`src/rtl/tipi_nib_seq.sv`:
```
// tipi_nib_seq: Pi nibble-bus frame sequencer for the TIPI TD/TC/RD/RC registers.
// Ports: clk, r_reset, Pi side (r_clk, r_nibrst, r_nib_i/o, r_nib_oe), td/tc in, rd/rc out, strobes, busy, frame_err.
module tipi_nib_seq #(
  parameter int SYNC_STAGES = 2
) (
  input  logic       clk,
  input  logic       r_reset,
  input  logic       r_clk,
  input  logic       r_nibrst,
  input  logic [3:0] r_nib_i,
  output logic [3:0] r_nib_o,
  output logic       r_nib_oe,
  input  logic [7:0] td,
  input  logic [7:0] tc,
  output logic [7:0] rd,
  output logic [7:0] rc,
  output logic       rd_wr_stb,
  output logic       rc_wr_stb,
  output logic       td_rd_stb,
  output logic       tc_rd_stb,
  output logic       busy,
  output logic       frame_err
);

  localparam logic [2:0] IDLE = 3'd0;
  localparam logic [2:0] RHI  = 3'd1;
  localparam logic [2:0] RLO  = 3'd2;
  localparam logic [2:0] WHI  = 3'd3;
  localparam logic [2:0] WLO  = 3'd4;
  localparam logic [2:0] ERR  = 3'd5;

  logic [SYNC_STAGES-1:0]      clk_sync;
  logic [SYNC_STAGES-1:0]      rst_sync;
  logic [SYNC_STAGES-1:0][3:0] nib_sync;
  logic                        clk_q;

  // Synchronisers carry no reset: clearing clk_q while the Pi
  // holds r_clk high would fake a rising edge afterwards.
  always_ff @(posedge clk) begin
    clk_sync <= {clk_sync[SYNC_STAGES-2:0], r_clk};
    rst_sync <= {rst_sync[SYNC_STAGES-2:0], r_nibrst};
    nib_sync <= {nib_sync[SYNC_STAGES-2:0], r_nib_i};
    clk_q    <= clk_sync[SYNC_STAGES-1];
  end

  logic       e;
  logic       nrst;
  logic [3:0] nib;
  assign e    = clk_sync[SYNC_STAGES-1] & ~clk_q;
  assign nrst = rst_sync[SYNC_STAGES-1];
  assign nib  = nib_sync[SYNC_STAGES-1];

  logic is_bad;
  logic is_wr;
  logic is_rd;
  assign is_bad = |nib[1:0];
  assign is_wr  = ~is_bad & nib[3];
  assign is_rd  = ~is_bad & ~nib[3];

  logic [2:0] state;
  logic [7:0] shadow;
  logic [3:0] hold;
  logic       sel;
  logic [7:0] src;
  assign src = nib[2] ? tc : td;

  always_ff @(posedge clk) begin
    if (r_reset) begin
      state     <= IDLE;
      shadow    <= 8'h00;
      hold      <= 4'h0;
      sel       <= 1'b0;
      rd        <= 8'h00;
      rc        <= 8'h00;
      r_nib_o   <= 4'h0;
      r_nib_oe  <= 1'b0;
      rd_wr_stb <= 1'b0;
      rc_wr_stb <= 1'b0;
      td_rd_stb <= 1'b0;
      tc_rd_stb <= 1'b0;
      busy      <= 1'b0;
      frame_err <= 1'b0;
    end else begin
      rd_wr_stb <= 1'b0;
      rc_wr_stb <= 1'b0;
      td_rd_stb <= 1'b0;
      tc_rd_stb <= 1'b0;
      if (nrst) begin
        state     <= IDLE;
        r_nib_oe  <= 1'b0;
        frame_err <= 1'b0;
        busy      <= 1'b0;
      end else if (e) begin
        unique case (state)
          IDLE: begin
            sel  <= nib[2];
            busy <= 1'b1;
            unique case (1'b1)
              is_bad: begin
                frame_err <= 1'b1;
                state     <= ERR;
              end
              is_wr: state <= WHI;
              is_rd: begin
                shadow   <= src;
                r_nib_o  <= src[7:4];
                r_nib_oe <= 1'b1;
                state    <= RHI;
              end
              default: state <= IDLE;
            endcase
          end
          RHI: begin
            r_nib_o <= shadow[3:0];
            state   <= RLO;
          end
          RLO: begin
            r_nib_oe  <= 1'b0;
            td_rd_stb <= ~sel;
            tc_rd_stb <= sel;
            busy      <= 1'b0;
            state     <= IDLE;
          end
          WHI: begin
            hold  <= nib;
            state <= WLO;
          end
          WLO: begin
            if (sel) begin
              rc        <= {hold, nib};
              rc_wr_stb <= 1'b1;
            end else begin
              rd        <= {hold, nib};
              rd_wr_stb <= 1'b1;
            end
            busy  <= 1'b0;
            state <= IDLE;
          end
          ERR: state <= ERR;
          default: begin
            r_nib_oe <= 1'b0;
            busy     <= 1'b0;
            state    <= IDLE;
          end
        endcase
      end
    end
  end

endmodule

```
`config.mk`:
```
export PLATFORM = sky130hd
export DESIGN_NAME = tipi_nib_seq
export DESIGN_NICKNAME = d
export VERILOG_FILES = /design/src/rtl/tipi_nib_seq.sv
export SDC_FILE = /design/constraint.sdc
export NUM_CORES = 1
export LEC_CHECK = 0
export CORE_MARGIN = 2
export CORE_UTILIZATION = 35
export DETAILED_ROUTE_END_ITERATION = 16
export PLACE_DENSITY_LB_ADDON = 0.12
export SKIP_LAST_GASP = 1
export SYNTH_ARGS = -nofsm -noshare
export SYNTH_HDL_FRONTEND = slang
export SYNTH_SLANG_ARGS = --single-unit
```
`constraint.sdc`:
```
create_clock -name clk -period 2.2 [get_ports clk]
set_input_delay 0.66 -clock clk [delete_from_list [all_inputs] [get_ports clk]]
set_output_delay 0.66 -clock clk [all_outputs]
set_load 0.01 [all_outputs]
```
==> results of run 1 <==
## cells by family (layout without fill, tap and decap cells)
group | after synthesis | count (layout) | share of synthesized area
buf+inv | 15 | 69 | 0.0318
flops | 52 | 52 | 0.508
compound gates | 28 | 28 | 0.0959
mux | 32 | 32 | 0.156
simple gates | 67 | 67 | 0.208
## per-stage QoR
stage	std cells	cell area (sq um)	power [mW]	hold WS [ps]
global route	320	2740	1.74	347
CTS	320	2740	1.68	333
finish	320	2740	1.65	332
global placement	312	2650	1.13	311
floorplan	194	2050	1.06	310
detailed placement	312	2650	1.13	312
## area by class of cell
| class | count | area share |
|---|---|---|
| Sequential cell | 52 | 0.381 |
| Multi-Input combinational cell | 127 | 0.344 |
| Timing Repair Buffer | 58 | 0.205 |
| Tap cell | 72 | 0.0329 |
| Clock buffer | 5 | 0.0252 |
| Clock inverter | 3 | 0.00778 |
| Inverter | 3 | 0.00412 |
## per-layer routing
layer,vias up,part of all wire
li1,796,-
met1,731,0.49
met2,39,0.45
met3,7,0.049
met4,0,0.013
met5,-,0
## registers in the layout (all words and copies together), names as in the netlist
| register | cells |
|---|---|
| rd_wr_stb | 1 |
| rd | 8 |
| r_nib_o | 4 |
| hold | 4 |
| nib | 4 |
| shadow | 4 |
| nib_sync | 4 |
| td_rd_stb | 1 |
| busy | 1 |
| tc_rd_stb | 1 |
| rst_sync | 2 |
| sel | 1 |
| rc_wr_stb | 1 |
| rc | 8 |
| clk_sync | 2 |
| clk_q | 1 |
| frame_err | 1 |
| r_nib_oe | 1 |
| state | 3 |
## power by group through the flow
stage	registers, mW	clock network (mW)	logic, mW
6_report	0.978	0.542	0.132
5_1_grt	0.982	0.613	0.143
4_1_cts	0.978	0.568	0.133
3_5_place_dp	1.00	0	0.132
3_3_place_gp	1.00	0	0.132
2_1_floorplan	0.992	0	0.0705
## final timing paths
| kind | cells past startpoint | startpoint | slack (ps) | endpoint |
|---|---|---|---|---|
| setup reg to reg | 4 | state[2] | 450 | r_nib_o[1] |
| hold / removal | 0 | nib_sync[0] | 330 | nib[0] |
| hold reg to reg | 0 | nib_sync[0] | 330 | nib[0] |
| setup / recovery | 1 | rc[0] | 320 | rc[0] |
## placed cells by master, fill, tap and decap left out, types with 5 or more instances in the layout
cell type / synthesis / layout
sky130_fd_sc_hd__a31oi_1: 5 / 5
sky130_fd_sc_hd__nor2_1: 7 / 7
sky130_fd_sc_hd__nand2_1: 5 / 5
sky130_fd_sc_hd__dfxtp_1: 52 / 52
sky130_fd_sc_hd__clkbuf_8: 0 / 5
sky130_fd_sc_hd__mux2i_1: 32 / 32
sky130_fd_sc_hd__clkdlybuf4s50_1: 0 / 50
sky130_fd_sc_hd__nand2b_1: 29 / 29
sky130_fd_sc_hd__buf_4: 0 / 8
sky130_fd_sc_hd__a21oi_1: 5 / 5
==> metrics.txt, run 1 <==
total inserted antenna cells 0; leakage 1.06 nW; ratio of total power to cell area between 600 and 700 mW/mm^2; sum of negative setup slack 0 ps; Top Family by Delay on Critical Path buffers and inverters; worst path cell trace clkdlybuf4s50_1; top cells by count, synth sky130_fd_sc_hd__dfxtp_1, sky130_fd_sc_hd__mux2i_1, sky130_fd_sc_hd__nand2b_1, sky130_fd_sc_hd__clkbuf_1, sky130_fd_sc_hd__nor2_1; width of the chip slightly above 80 um; gp weighted congestion roughly 0.76; maximum clock frequency 533 MHz; utilization of the core after routing 0.491; GRT busiest layer met2; CP endpoint kind primary output; final worst path period need 1880 ps; sequential share of power 0.592; final setup fails 0; fraction of synthesized cell area taken by the top area cell type 0.508; clk sink count 52; antenna violations before repair 0; global routing usage on met3 0.0348; mean instance size in the synthesized netlist 10.6 sq um; worst slack at placement about 350 ps; mean routed wirelength per cell 13.4 um; prevailing post-synth register cell sky130_fd_sc_hd__dfxtp_1; maximum ir drop on the vdd rail 416 uV; delay contributed by the slowest stage of the critical path between 500 and 600 ps; synth-to-layout area growth 33.5%; largest net degree at the start of global routing 29; actual transition at the worst max-transition pin 577 ps; total iterations of the first detailed-routing run 4; sequential fraction of the synthesis area 0.508; number of flops mapped to enable cells by yosys 0; via density per instance 4.92; Internal Power 1.27 mW; kind of start point of the critical path flop; share of final-layout standard cells stronger than drive strength 1 0.0887; count of nets after finishing 271; number of maximum-capacitance constraint violations 0; routed via count between 1500 and 2000; setup bufs post-CTS 0; clock share of power 0.328; wire length of the first global-routing pass 7050 um; switching power as a share of total power 0.234; starting density of the core 0.367; met1 Usage GRT 0.193; top-count cell post-synth sky130_fd_sc_hd__dfxtp_1; switching power summed over all nets between 300 and 400 uW; max-slew violations 0; share of the clock period used by the worst path after layout 0.853; clock buffers created by TritonCTS 5; combinational share of power 0.080; biggest area contributors in the synthesized netlist sky130_fd_sc_hd__dfxtp_1, sky130_fd_sc_hd__mux2i_1, sky130_fd_sc_hd__nand2b_1, sky130_fd_sc_hd__a221o_1, sky130_fd_sc_hd__a311oi_1; area used by multi-input combinational logic 942 sq um; layout filler cell count 524; arrival time reported for the critical path endpoint ~1200 ps; number of distinct library cells after synthesis 34; CTS Hold Bufs 0; relative max-transition margin 0.615; global-route usage over all layers 0.141; setup clock skew after layout 9.94 ps; maximum clock path buffer count 2; number of routed nets with antenna violations 0; Placement Rows 27; CTS tree built; area of the core 0.00557 sq mm; slowest stage cell on the critical path sky130_fd_sc_hd__clkdlybuf4s50_1; RSZ-0062 raised after global routing no; number of buffer and inverter instances along the worst setup path 1; instance count of the mapped netlist 194; class of the tightest hold or removal check flop to flop; total number of yosys warnings 0; count of final hold-check violations 0; number of global-route vias before repair 1512; largest driver fanout on the critical path 2; Remaining DRCs 0; HPWL after detailed placement 3150 um; number of input and output port buffers inserted 50; Root Buffer sky130_fd_sc_hd__clkbuf_8; Remaining Overflow, GRT 0; footprint of the flip-flops and latches 0.00104 sq mm; Post-CTS Resized 0; category of the critical setup timing path flop to primary output; number of ports placed on the die boundary 51; worst setup slack after layout 324 ps; Clock Pin Slew Worst Setup and Hold Paths 100 ps; post-detailed-routing wire length 4280 um; cell area after technology mapping 0.00205 sq mm; status complete, no violations; share of flip-flops with an asynchronous set or reset after synthesis 0; dominant cell type by area after synthesis sky130_fd_sc_hd__dfxtp_1; total die area 0.00648 sq mm; routing usage on met2 0.213; depth of the CTS H-tree 2; clock latency on the worst-skew pair ~300 ps; worst path required time 1540 ps; count of state elements after synthesis 52; synthesized net count 218; floorplan die height around 80 um; number of DRC markers in iteration 0 63
Note: power is estimated with default switching activity, not from simulation.
==> run 2, diff against run 1 <==
--- a/config.mk
+++ b/config.mk
@@ -7,6 +7,7 @@
 export LEC_CHECK = 0
 export CORE_MARGIN = 2
 export CORE_UTILIZATION = 35
+export CTS_CLUSTER_DIAMETER = 120
 export DETAILED_ROUTE_END_ITERATION = 16
 export PLACE_DENSITY_LB_ADDON = 0.12
 export SKIP_LAST_GASP = 1
==> results of run 2 <==
No change in the layout: final DEF, timing and power equal those of run 1.
